===== src/rtl/fifo_sync_param_if.sv =====
// Handshake bundle between a producer/consumer pair and fifo_sync_param.
// The master side drives requests and data; the FIFO (slave) returns data, status and errors.
interface fifo_sync_param_if #(
  parameter int WID = 8,
  parameter int DEP = 16
);
  localparam int AW = $clog2(DEP);

  logic [WID-1:0] din;
  logic           wen;
  logic           ren;
  logic           clr_err;
  logic [WID-1:0] dout;
  logic           dval;
  logic           full;
  logic           emp;
  logic           afull;
  logic           aemp;
  logic [AW:0]    cnt;
  logic           ovf;
  logic           udf;

  modport master (
    output din, wen, ren, clr_err,
    input  dout, dval, full, emp, afull, aemp, cnt, ovf, udf
  );

  modport slave (
    input  din, wen, ren, clr_err,
    output dout, dval, full, emp, afull, aemp, cnt, ovf, udf
  );
endinterface


===== src/rtl/fifo_sync_param.sv =====
// Single-clock FIFO with occupancy count, threshold flags and sticky ovf/udf; data readable one edge after write,
// dout/dval registered one edge after an accepted read; writes when full and reads when empty are dropped and flagged.
module fifo_sync_param #(
  parameter int WID      = 8,
  parameter int DEP      = 16,
  parameter int AFULL_TH = DEP - 2,
  parameter int AEMP_TH  = 2
) (
  input  logic              clk,
  input  logic              rst,
  fifo_sync_param_if.slave  bus
);
  localparam int AW = $clog2(DEP);

  localparam logic [AW:0]   DEP_V   = DEP[AW:0];
  localparam logic [AW:0]   AFULL_V = AFULL_TH[AW:0];
  localparam logic [AW:0]   AEMP_V  = AEMP_TH[AW:0];
  localparam logic [AW:0]   CNT_ONE = {{AW{1'b0}}, 1'b1};
  localparam logic [AW-1:0] PT_ONE  = {{(AW-1){1'b0}}, 1'b1};

  logic [WID-1:0] mem [DEP];
  logic [AW-1:0]  wpt;
  logic [AW-1:0]  rpt;
  logic [AW:0]    cnt_q;
  logic [WID-1:0] dout_q;
  logic           dval_q;
  logic           ovf_q;
  logic           udf_q;
  logic           full_w;
  logic           emp_w;
  logic           wr_ok;
  logic           rd_ok;

  // Status comes only from registered occupancy, never from this cycle's requests.
  assign full_w = (cnt_q == DEP_V);
  assign emp_w  = (cnt_q == '0);
  assign wr_ok  = bus.wen && !full_w;
  assign rd_ok  = bus.ren && !emp_w;

  always_ff @(posedge clk) begin
    if (rst && wr_ok) begin
      mem[wpt] <= bus.din;
    end
  end

  always_ff @(posedge clk) begin
    if (!rst) begin
      wpt    <= '0;
      rpt    <= '0;
      cnt_q  <= '0;
      dout_q <= '0;
      dval_q <= 1'b0;
      ovf_q  <= 1'b0;
      udf_q  <= 1'b0;
    end else begin
      if (wr_ok) begin
        wpt <= wpt + PT_ONE;
      end
      if (rd_ok) begin
        rpt    <= rpt + PT_ONE;
        dout_q <= mem[rpt];
      end
      dval_q <= rd_ok;
      case ({wr_ok, rd_ok})
        2'b10:   cnt_q <= cnt_q + CNT_ONE;
        2'b01:   cnt_q <= cnt_q - CNT_ONE;
        default: cnt_q <= cnt_q;
      endcase
      // A new error on the same edge as clr_err keeps the flag set.
      if (bus.wen && full_w) begin
        ovf_q <= 1'b1;
      end else if (bus.clr_err) begin
        ovf_q <= 1'b0;
      end
      if (bus.ren && emp_w) begin
        udf_q <= 1'b1;
      end else if (bus.clr_err) begin
        udf_q <= 1'b0;
      end
    end
  end

  assign bus.dout  = dout_q;
  assign bus.dval  = dval_q;
  assign bus.cnt   = cnt_q;
  assign bus.full  = full_w;
  assign bus.emp   = emp_w;
  assign bus.afull = (cnt_q >= AFULL_V);
  assign bus.aemp  = (cnt_q <= AEMP_V);
  assign bus.ovf   = ovf_q;
  assign bus.udf   = udf_q;
endmodule


===== src/flat_wrapper.sv =====
// flat-port wrapper written by rule: the top's interface ports become plain ports
module fifo_sync_param_flat 
#(
  parameter int WID      = 8,
  parameter int DEP      = 16,
  parameter int AFULL_TH = DEP - 2,
  parameter int AEMP_TH  = 2
)
  (clk, rst, bus_din, bus_wen, bus_ren, bus_clr_err, bus_dout, bus_dval, bus_full, bus_emp, bus_afull, bus_aemp, bus_cnt, bus_ovf, bus_udf);
  fifo_sync_param_if #(.WID(WID), .DEP(DEP)) bus_i ();
  input  logic clk;
  input  logic rst;
  input wire logic [$bits(bus_i.din)-1:0] bus_din;
  input wire logic [$bits(bus_i.wen)-1:0] bus_wen;
  input wire logic [$bits(bus_i.ren)-1:0] bus_ren;
  input wire logic [$bits(bus_i.clr_err)-1:0] bus_clr_err;
  output wire logic [$bits(bus_i.dout)-1:0] bus_dout;
  output wire logic [$bits(bus_i.dval)-1:0] bus_dval;
  output wire logic [$bits(bus_i.full)-1:0] bus_full;
  output wire logic [$bits(bus_i.emp)-1:0] bus_emp;
  output wire logic [$bits(bus_i.afull)-1:0] bus_afull;
  output wire logic [$bits(bus_i.aemp)-1:0] bus_aemp;
  output wire logic [$bits(bus_i.cnt)-1:0] bus_cnt;
  output wire logic [$bits(bus_i.ovf)-1:0] bus_ovf;
  output wire logic [$bits(bus_i.udf)-1:0] bus_udf;
  assign bus_i.din = bus_din;
  assign bus_i.wen = bus_wen;
  assign bus_i.ren = bus_ren;
  assign bus_i.clr_err = bus_clr_err;
  assign bus_dout = bus_i.dout;
  assign bus_dval = bus_i.dval;
  assign bus_full = bus_i.full;
  assign bus_emp = bus_i.emp;
  assign bus_afull = bus_i.afull;
  assign bus_aemp = bus_i.aemp;
  assign bus_cnt = bus_i.cnt;
  assign bus_ovf = bus_i.ovf;
  assign bus_udf = bus_i.udf;
  fifo_sync_param #(.WID(WID), .DEP(DEP), .AFULL_TH(AFULL_TH), .AEMP_TH(AEMP_TH)) u_core (.clk(clk), .rst(rst), .bus(bus_i));
endmodule

===== config.mk =====
export PLATFORM = sky130hd
export DESIGN_NAME = fifo_sync_param_flat
export DESIGN_NICKNAME = d
export VERILOG_FILES = /design/src/rtl/fifo_sync_param_if.sv /design/src/rtl/fifo_sync_param.sv /design/src/flat_wrapper.sv
export SDC_FILE = /design/constraint.sdc
export NUM_CORES = 1
export LEC_CHECK = 0
export ABC_AREA = 1
export CORE_MARGIN = 8
export CORE_UTILIZATION = 59
export DETAILED_ROUTE_END_ITERATION = 16
export GPL_TIMING_DRIVEN = 0
export PLACE_DENSITY_LB_ADDON = 0.3
export SYNTH_ARGS = -nofsm -noshare
export SYNTH_HDL_FRONTEND = slang
export SYNTH_SLANG_ARGS = --single-unit

===== constraint.sdc =====
create_clock -name clk -period 3 [get_ports clk]
set_clock_uncertainty 0.2 [all_clocks]
set_input_delay 0.3 -clock clk [delete_from_list [all_inputs] [get_ports clk]]
set_output_delay 0.3 -clock clk [all_outputs]
set_load 0.02 [all_outputs]

### After elaboration in Yosys (flattened, before gate mapping)

Memories as Yosys holds them, arrays and structs flattened. A register that Yosys moved wholly into a read port is not among the register bits.
Index checks and enable logic that the tools add are counted.

| word-level totals | value |
|---|---|
| memories | 1 |
| bits in registers | 16 |
| output and inout bits | 20 |
| RAM bits | 128 |

| cells by class | value |
|---|---|
| muxes and demuxes | 6 |
| add/subtract/negate cells | 4 |
| magnitude comparators | 2 |
| reductions and logical operators | 12 |
| eq/ne operators | 3 |

Memory list:

| memory | depth | width | read ports | clocked after memory_dff | write ports | line | text |
|---|---|---|---|---|---|---|---|
| u_core.mem | 16 | 8 | 1 | 1 | 1 | fifo_sync_param.sv:21 | `logic [WID-1:0] mem [DEP];` |

Operator list:

| cell | number |
|---|---|
| 5-bit case mux with 2 select lines | 1 |
| 4-bit by 1-bit adder with 4-bit output, second input constant | 2 |
| 2-bit nonzero test | 3 |
| 5-bit by 1-bit adder with 5-bit output, second input constant | 1 |
| 5-bit == test, second input constant | 1 |
| 5-bit by 4-bit >= comparator with 1-bit output, second input constant | 1 |
| 5-bit by 2-bit <= comparator with 1-bit output, second input constant | 1 |
| 1-bit logical AND | 5 |
| 5-bit zero test | 1 |
| 1-bit 2-to-1 mux | 5 |
| 5-bit by 1-bit subtractor with 5-bit output, second input constant | 1 |
| 1-bit zero test | 3 |
| 2-bit by 1-bit == test with 1-bit output, second input constant | 1 |
| 2-bit == test, second input constant | 1 |

### Logic depth before layout (Yosys ltp)

Gate-level depths: netlist of the first run.

| depth | value |
|---|---|
| word-level depth | 6 |
| gate-level depth with buffers | 17 |
| gate-level depth less buffers | 15 |

### Worst setup path before layout of the first run

No wires, ideal clock.

| path | value |
|---|---|
| kind | register to register |
| start point | register u_core.cnt_q[1] (netlist: u_core.bus.cnt[1]) |
| end point | register u_core.cnt_q[4] (netlist: u_core.bus.cnt[4]) |
| stages on the path, launching flop included | 18 |
| slack | 619 ps |
| arrival | 2072 ps |
| library setup time | 109 ps |
| path through | dfxtp_1 buf_6 nor2_2 nand3_2 nand2_2 inv_2 buf_2 ha_1 xor2_1 ha_1 inv_1 nand2_2 nand2_1 nand2_1 nand2_1 nand3_1 nand2_1 inv_1 |

| between the ends | value |
|---|---|
| word-level cells in the longest chain between the ends | 5 |
| elaborated cells on any way between the ends | 12 |

Ends and longest elaborated chain:

| element | line | text |
|---|---|---|
| from (decl) | fifo_sync_param.sv:24 | `logic [AW:0] cnt_q;` |
| from (signal assigned) | fifo_sync_param.sv:65 | `2'b10: cnt_q <= cnt_q + CNT_ONE;` |
| from (signal assigned) | fifo_sync_param.sv:66 | `2'b01: cnt_q <= cnt_q - CNT_ONE;` |
| from (signal assigned) | fifo_sync_param.sv:67 | `default: cnt_q <= cnt_q;` |
| 5-bit zero test (*) | fifo_sync_param.sv:36 | `assign emp_w = (cnt_q == '0);` |
| 1-bit zero test (*) | fifo_sync_param.sv:38 | `assign rd_ok = bus.ren && !emp_w;` |
| 1-bit logical AND (*) | fifo_sync_param.sv:38 |  |
| named net u_core.rd_ok | fifo_sync_param.sv:32 | `logic rd_ok;` |
| 2-bit by 1-bit == test with 1-bit output / 2-bit == test (equally long branches) | fifo_sync_param.sv:64 | `case ({wr_ok, rd_ok})` |
| 5-bit case mux with 2 select lines / 2-bit nonzero test (equally long branches) | -- |  |

The timed path passes the listed nets; every way through them passes the cells marked *.
A chain may end at the register's enable or synchronous reset.

### Worst setup path after layout of the first run

| path | value |
|---|---|
| start point | register u_core.cnt_q[2] (netlist: u_core.bus.cnt[2]) |
| end point | memory u_core.mem[15][1] (enable) |

| between the ends | value |
|---|---|
| word-level cells in the longest chain between the ends | 6 |

Ends and longest elaborated chain:

| element | line | text |
|---|---|---|
| 5-bit == test | fifo_sync_param.sv:35 | `assign full_w = (cnt_q == DEP_V);` |
| 1-bit zero test | fifo_sync_param.sv:37 | `assign wr_ok = bus.wen && !full_w;` |
| 1-bit logical AND | fifo_sync_param.sv:37 |  |
| 1-bit logical AND | fifo_sync_param.sv:41 | `if (rst && wr_ok) begin` |
| 1-bit 2-to-1 mux | fifo_sync_param.sv:41 |  |
| 1-bit 2-to-1 mux (not written as such) | fifo_sync_param.sv:42 | `mem[wpt] <= bus.din;` |
| to (decl) | fifo_sync_param.sv:21 |  |

Every way passes these cells.

==> results by group, run 1 <==
Power and ir drop
  • Clock power share: 0.341
  • Power Internal: 0.00458 W
  • Switching Share: 0.319
  • Pwr Density: 908 nW/um^2
  • Maximum VDD drop: 0.511 mV
  • Sequential power share: 0.375
  • Comb power frac: 0.284
  • Leakage: 2.61 nW
  • Net switching power: 0.00214 W

Worst setup path
  • CP Class: flip-flop to flip-flop
  • CP endpoint kind: flip-flop
  • Top delay family on crit path: simple AND/OR/NAND/NOR gates
  • Max incr delay on CP: 1.15 ns
  • CP Launch Type: flip-flop
  • Critical path required time: 2.94 ns
  • Crit-path max FO: 10
  • Slowest stage cell, crit path: nor3_1
  • Cells along the critical path: nor2_2, nand3_2, nand2_4, inv_2, nand2_1, nor3_1
  • Worst path arrival time: 2.72 ns
  • Worst path bufs/invs: 1

Cells and area
  • Layout cells sized above 1: 0.103
  • Layout Cells excl Fill: 728
  • Most frequent standard cell in the layout excluding fill and tap cells: edfxtp_1
  • Nets: 600
  • Most frequent cells in the layout: 128 x edfxtp_1, 105 x nor2_1, 45 x o21ai_0
  • ANT cells: 0
  • Synthesis-to-finish area growth: 18.2%
  • Layout Utilization: 0.717

Logic synthesis
  • Synth warn: 0
  • Yosys top cell by area: edfxtp_1
  • Post-Synthesis Cells: 528
  • Area of the mapped netlist: 6260 sq um
  • Syn_nets: 549
  • Seq cells post-synth: 152
  • Synth top area share: 0.614
  • Post-synthesis cell type count: 27
  • Seq/Total Area, Yosys: 0.691
  • Largest cells by area after synthesis: edfxtp_1 61%, dfxtp_1 7.7%, nor2_1 6.3%, o21ai_0 3.6%, o221ai_1 3.2%
  • Syn avg cell area: 11.9 sq um

Die
  • Die W: 119 um
  • Die area: 14200 sq um
  • Row cnt: 37
  • Die height: 119 um
  • Initial core utilization: 0.607
  • Core box area: 10300 sq um
  • # IOs: 33

Placed design
  • DP Worst Slack: -0.226 ns
  • Hpwl dp: 10.2 mm
  • GP Congestion: 0.905
  • I/O Buffers: 32
  • Placed Cells: 696

Clocking
  • Root buf cell: clkbuf_8
  • CTS tree: built
  • Clk slew on worst S/H paths: 0.06 ns
  • CTS Sinks: 152
  • Setup bufs post-CTS: 0
  • Clock Tree Buf Depth: 2
  • Worst skew pair latency: 0.53 ns
  • Post-CTS Hold Fix Bufs: 0
  • Gates resized, CTS repair: 0
  • Htree depth: 4
  • Number of buffers created by CTS: 17

Timing
  • Unrepaired setup endpoints after global routing: no
  • Min cycle time layout: 2.78 ns
  • Final setup vio count: 0
  • Worst relative slew slack: 0.0249
  • Slew @ Worst Pin: 1.45 ns
  • Final slew viol count: 0
  • Final Hold Viols: 0
  • Setup ws final: 0.220 ns
  • Period utilization: 0.927
  • Fmax: 0.360 GHz

Drt
  • Final ANT Viol Nets: 0
  • Initial DRC Count: 700
  • Avg WL per Cell: 22.3 um
  • Detailed-route wire length: 16.2 mm
  • Vias/cell: 6.31
  • Initial DRT Pass Iterations: 5
  • Drt drc: 0
  • Routed via count: 4591

Global routing
  • Total congestion overflow: 0
  • Pin count of the biggest net entering global routing: 17
  • Initial antenna violation count: 0
  • First-pass GRT wire length: 24.3 mm
  • Global Route Usage Sum: 0.228
  • Vias in the first global route: 4405

Status
  • Run status: complete, no violations

Flow run
  • Max cap viols: 0

Hold path
  • Worst hold-check path type: input pin to flip-flop
-- per-stage QoR --
step                total power [W]  hold slack, ns  setup TNS, ns  area [sq um]
CTS                         0.00668           0.189              0          7390
finish                      0.00673           0.196              0          7400
detailed placement          0.00442           0.265          -4.68          6750
floorplan                   0.00372           0.199              0          6260
global placement            0.00434           0.252          -4.04          6750
global route                0.00695           0.211              0          7400
-- registers in the layout, summed over array words and instances (netlist names) --
register         cells
u_core.bus.cnt       5
u_core.wpt           4
u_core.mem         128
u_core.rpt           4
u_core.bus.dout      8
u_core.bus.ovf       1
u_core.bus.dval      1
u_core.bus.udf       1
-- Yosys cell counts --
cell	count
xor2_1	4
nor2_1	105
nand3_2	3
nor2_2	2
buf_6	8
nand4_1	4
inv_2	5
edfxtp_1	128
buf_2	8
inv_1	24
o211ai_2	1
dfxtp_1	24
nand2_1	33
o21ai_1	27
clkbuf_1	13
o21ai_0	45
nor3_1	4
nand2_4	1
nand2_2	2
o211ai_1	8
nand3_1	24
a21oi_1	11
o221ai_1	23
clkinv_1	3
o22ai_1	9
xnor2_1	1
ha_1	8
-- per-layer routing --
layer	GRT usage	vias to the layer above	wire [um]
li1	-	2014	-
met1	0.284	2184	6170
met2	0.351	347	7580
met3	0.0690	46	1990
met4	0.124	0	499
met5	0	-	0
-- power by group through the flow --
stage          Sequential (W)  Combinational (W)  Clock (W)
2_1_floorplan         0.00263            0.00109          0
3_3_place_gp          0.00255            0.00179          0
3_5_place_dp          0.00256            0.00186          0
4_1_cts               0.00252            0.00188    0.00229
5_1_grt               0.00254            0.00205    0.00237
6_report              0.00252            0.00191    0.00229
-- path summary, 6_finish.rpt --
check	from	endpoint	slack [ns]	cells after the start
max	u_core.bus.cnt[2]	u_core.mem[15][1]	0.22	6
min	bus_ren	u_core.bus.udf	0.20	3
max reg2reg	u_core.bus.cnt[2]	u_core.mem[15][1]	0.22	6
min reg2reg	u_core.bus.udf	u_core.bus.udf	0.27	2
-- kinds of logic (layout without fill, tap and decap cells) --
group	Yosys count	count (layout)	synth area share
xor gates and xnor gates	5	5	0.00699
buffers and inverters	61	125	0.0478
and+or+nand+nor	178	178	0.120
AOI/OAI and AO/OA	124	124	0.119
DFF	152	152	0.691
adders and majority gates	8	8	0.0160
-- cell type report --
| class | instances | area (sq um) |
|---|---|---|
| Sequential cell | 152 | 4320 |
| Fill cell | 685 | 2920 |
| Multi-Input combinational cell | 315 | 1650 |
| Clock buffer | 23 | 467 |
| Timing Repair Buffer | 32 | 320 |
| Buffer | 29 | 179 |
| Tap cell | 136 | 170 |
| Clock inverter | 9 | 169 |
| Inverter | 32 | 120 |
-- worst reg2reg max path: stages (launching register included) --
cell,delay [ns]
dfxtp_1,0.47
nor2_2,0.11
nand3_2,0.10
nand2_4,0.11
inv_2,0.07
nand2_1,0.17
nor3_1,1.15
Power figures use the tool's default switching activity.
==> inputs of run 2 (changes only) <==
Settings changed: CORE_UTILIZATION 59 to 64.
Clock period 3 ns to 3.42 ns, I/O delays scaled along.
==> run 2 against run 1 <==
Wire length down 0.90%. Global-route usage up 2.3 points. Total power down 13%. Via count down 0.15%. Setup slack better by 0.52 ns. Largest power group unchanged.
==> results by group, run 2 (synthesized netlist as in run 1, its figures left out) <==
Clocking
  • CTS tree: built (unchanged)
  • CTS Sinks: 152 (unchanged)
  • Setup bufs post-CTS: 0 (unchanged)
  • Htree depth: 4 (unchanged)
  • Gates resized, CTS repair: 0 (unchanged)
  • Clock Tree Buf Depth: 2 (unchanged)
  • Post-CTS Hold Fix Bufs: 0 (unchanged)
  • Clk slew on worst S/H paths: 0.07 ns (was 0.06 ns)
  • Root buf cell: clkbuf_8 (unchanged)
  • Number of buffers created by CTS: 17 (unchanged)
  • Worst skew pair latency: 0.53 ns (about the same)

Timing
  • Hold Slack: 0.251 ns (was 0.196 ns)
  • Final Hold Viols: 0 (unchanged)
  • Final setup vio count: 0 (unchanged)
  • Final slew viol count: 0 (unchanged)
  • Setup TNS after final layout: 0 ns (unchanged)
  • Slew @ Worst Pin: 1.33 ns (was 1.45 ns)
  • Period utilization: 0.783 (was 0.927)
  • Fmax: 0.373 GHz (was 0.360 GHz)
  • Worst relative slew slack: 0.108 (was 0.0249)
  • Unrepaired setup endpoints after global routing: no (unchanged)
  • Min cycle time layout: 2.68 ns (was 2.78 ns)

Drt
  • Routed via count: 4584 (was 4591)
  • Initial DRC Count: 664 (was 700)
  • Vias/cell: 6.32 (was 6.31)
  • Avg WL per Cell: 22.2 um (was 22.3 um)
  • Final ANT Viol Nets: 0 (unchanged)
  • Detailed-route wire length: 16.1 mm (was 16.2 mm)
  • Initial DRT Pass Iterations: 6 (was 5)
  • Drt drc: 0 (unchanged)

Cells and area
  • Synthesis-to-finish area growth: 18.2% (about the same)
  • Fill count: 614 (was 685)
  • Most flops, register: u_core.mem (unchanged)
  • ANT cells: 0 (unchanged)
  • Layout cells sized above 1: 0.110 (was 0.103)
  • Most frequent standard cell in the layout excluding fill and tap cells: edfxtp_1 (unchanged)
  • Most frequent cells in the layout: 128 x edfxtp_1, 105 x nor2_1, 45 x o21ai_0 (unchanged)
  • Final Cell Area: 7400 sq um (about the same)
  • Nets: 600 (unchanged)
  • Max reg flops: 128 (unchanged)

Die
  • Die area: 13200 sq um (was 14200 sq um)
  • Initial core utilization: 0.650 (was 0.607)
  • Die height: 115 um (was 119 um)
  • Die W: 115 um (was 119 um)
  • # IOs: 33 (unchanged)
  • Core box area: 9640 sq um (was 10300 sq um)
  • Row cnt: 36 (was 37)

Placed design
  • Hpwl dp: 10.4 mm (was 10.2 mm)
  • GP Congestion: 0.911 (was 0.905)
  • I/O Buffers: 32 (unchanged)
  • Placed Instance Area: 6750 sq um (about the same)

Worst setup path
  • Crit-path max FO: 10 (unchanged)
  • Critical path required time: 3.35 ns (was 2.94 ns)
  • CP Class: flip-flop to flip-flop (unchanged)
  • CP Launch Type: flip-flop (unchanged)
  • CP endpoint kind: flip-flop (unchanged)
  • Worst path arrival time: 2.61 ns (was 2.72 ns)

Flow run
  • Max cap viols: 0 (unchanged)

Hold path
  • Worst hold-check path type: input pin to flip-flop (unchanged)

Global routing
  • Initial antenna violation count: 0 (unchanged)
  • Pin count of the biggest net entering global routing: 17 (unchanged)
  • Global Route Usage Sum: 0.251 (was 0.228)
  • Vias in the first global route: 4426 (was 4405)
  • Total congestion overflow: 0 (unchanged)
  • First-pass GRT wire length: 24.3 mm (about the same)

Power and ir drop
  • Maximum VDD drop: 0.453 mV (was 0.511 mV)
  • Pwr Density: 792 nW/um^2 (was 908 nW/um^2)
  • Leakage: 2.60 nW (was 2.61 nW)

Status
  • Run status: complete, no violations (unchanged)
run 2: changes by cell type in the layout (fill, tap and decap cells not counted), sizes merged:
cell and delta:
bufinv -2, clkbuf -2, clkinv +1, clkinvlp +3
run 2: layout make-up:
cell class	count	area, sq um	share of cell area
Tap cell	133	166	0.0225
Clock inverter	11	138	0.0186
Buffer	29	179	0.0242
Clock buffer	21	503	0.0679
Inverter	32	120	0.0162
Sequential cell	152	4320	0.584
Multi-Input combinational cell	315	1650	0.223
Timing Repair Buffer	32	320	0.0433
run 2: metrics by stage:
stage          total power (W)  setup WS [ns]  instances   util
2_1_floorplan          0.00327           1.04        528      -
3_3_place_gp           0.00380          0.217        693  0.700
3_5_place_dp           0.00387          0.147        693  0.700
4_1_cts                0.00582          0.677        725  0.767
5_1_grt                0.00608          0.524        725  0.768
6_report               0.00586          0.742        725  0.768
run 2: worst paths after layout:
check | endpoint | slack [ns] | cells past startpoint | start
worst min-delay path | u_core.bus.udf | 0.25 | 3 | bus_ren
worst max register to register | u_core.mem[15][1] | 0.74 | 6 | u_core.bus.cnt[2]
worst min register to register | u_core.bus.udf | 0.28 | 2 | u_core.bus.udf
worst max-delay path | u_core.mem[15][1] | 0.74 | 6 | u_core.bus.cnt[2]
run 2: critical path, cell delays in order (launching register included):
cell,delay (ns)
dfxtp_1,0.48
nor2_2,0.11
nand3_2,0.10
nand2_4,0.10
inv_2,0.07
nand2_1,0.17
nor3_1,1.05
run 2: report_power, final:
group          switching (W)  leakage (nW)  internal, W
clock network       0.000721         0.311      0.00126
logic                0.00108         0.943     0.000593
registers          0.0000964          1.35      0.00212
run 2: layer usage:
layer | wire (um) | track usage | vias up
met5 | 0 | 0 | -
met4 | 421 | 0.109 | 0
met3 | 2060 | 0.0762 | 48
li1 | - | - | 2010
met2 | 7740 | 0.403 | 370
met1 | 5880 | 0.310 | 2156
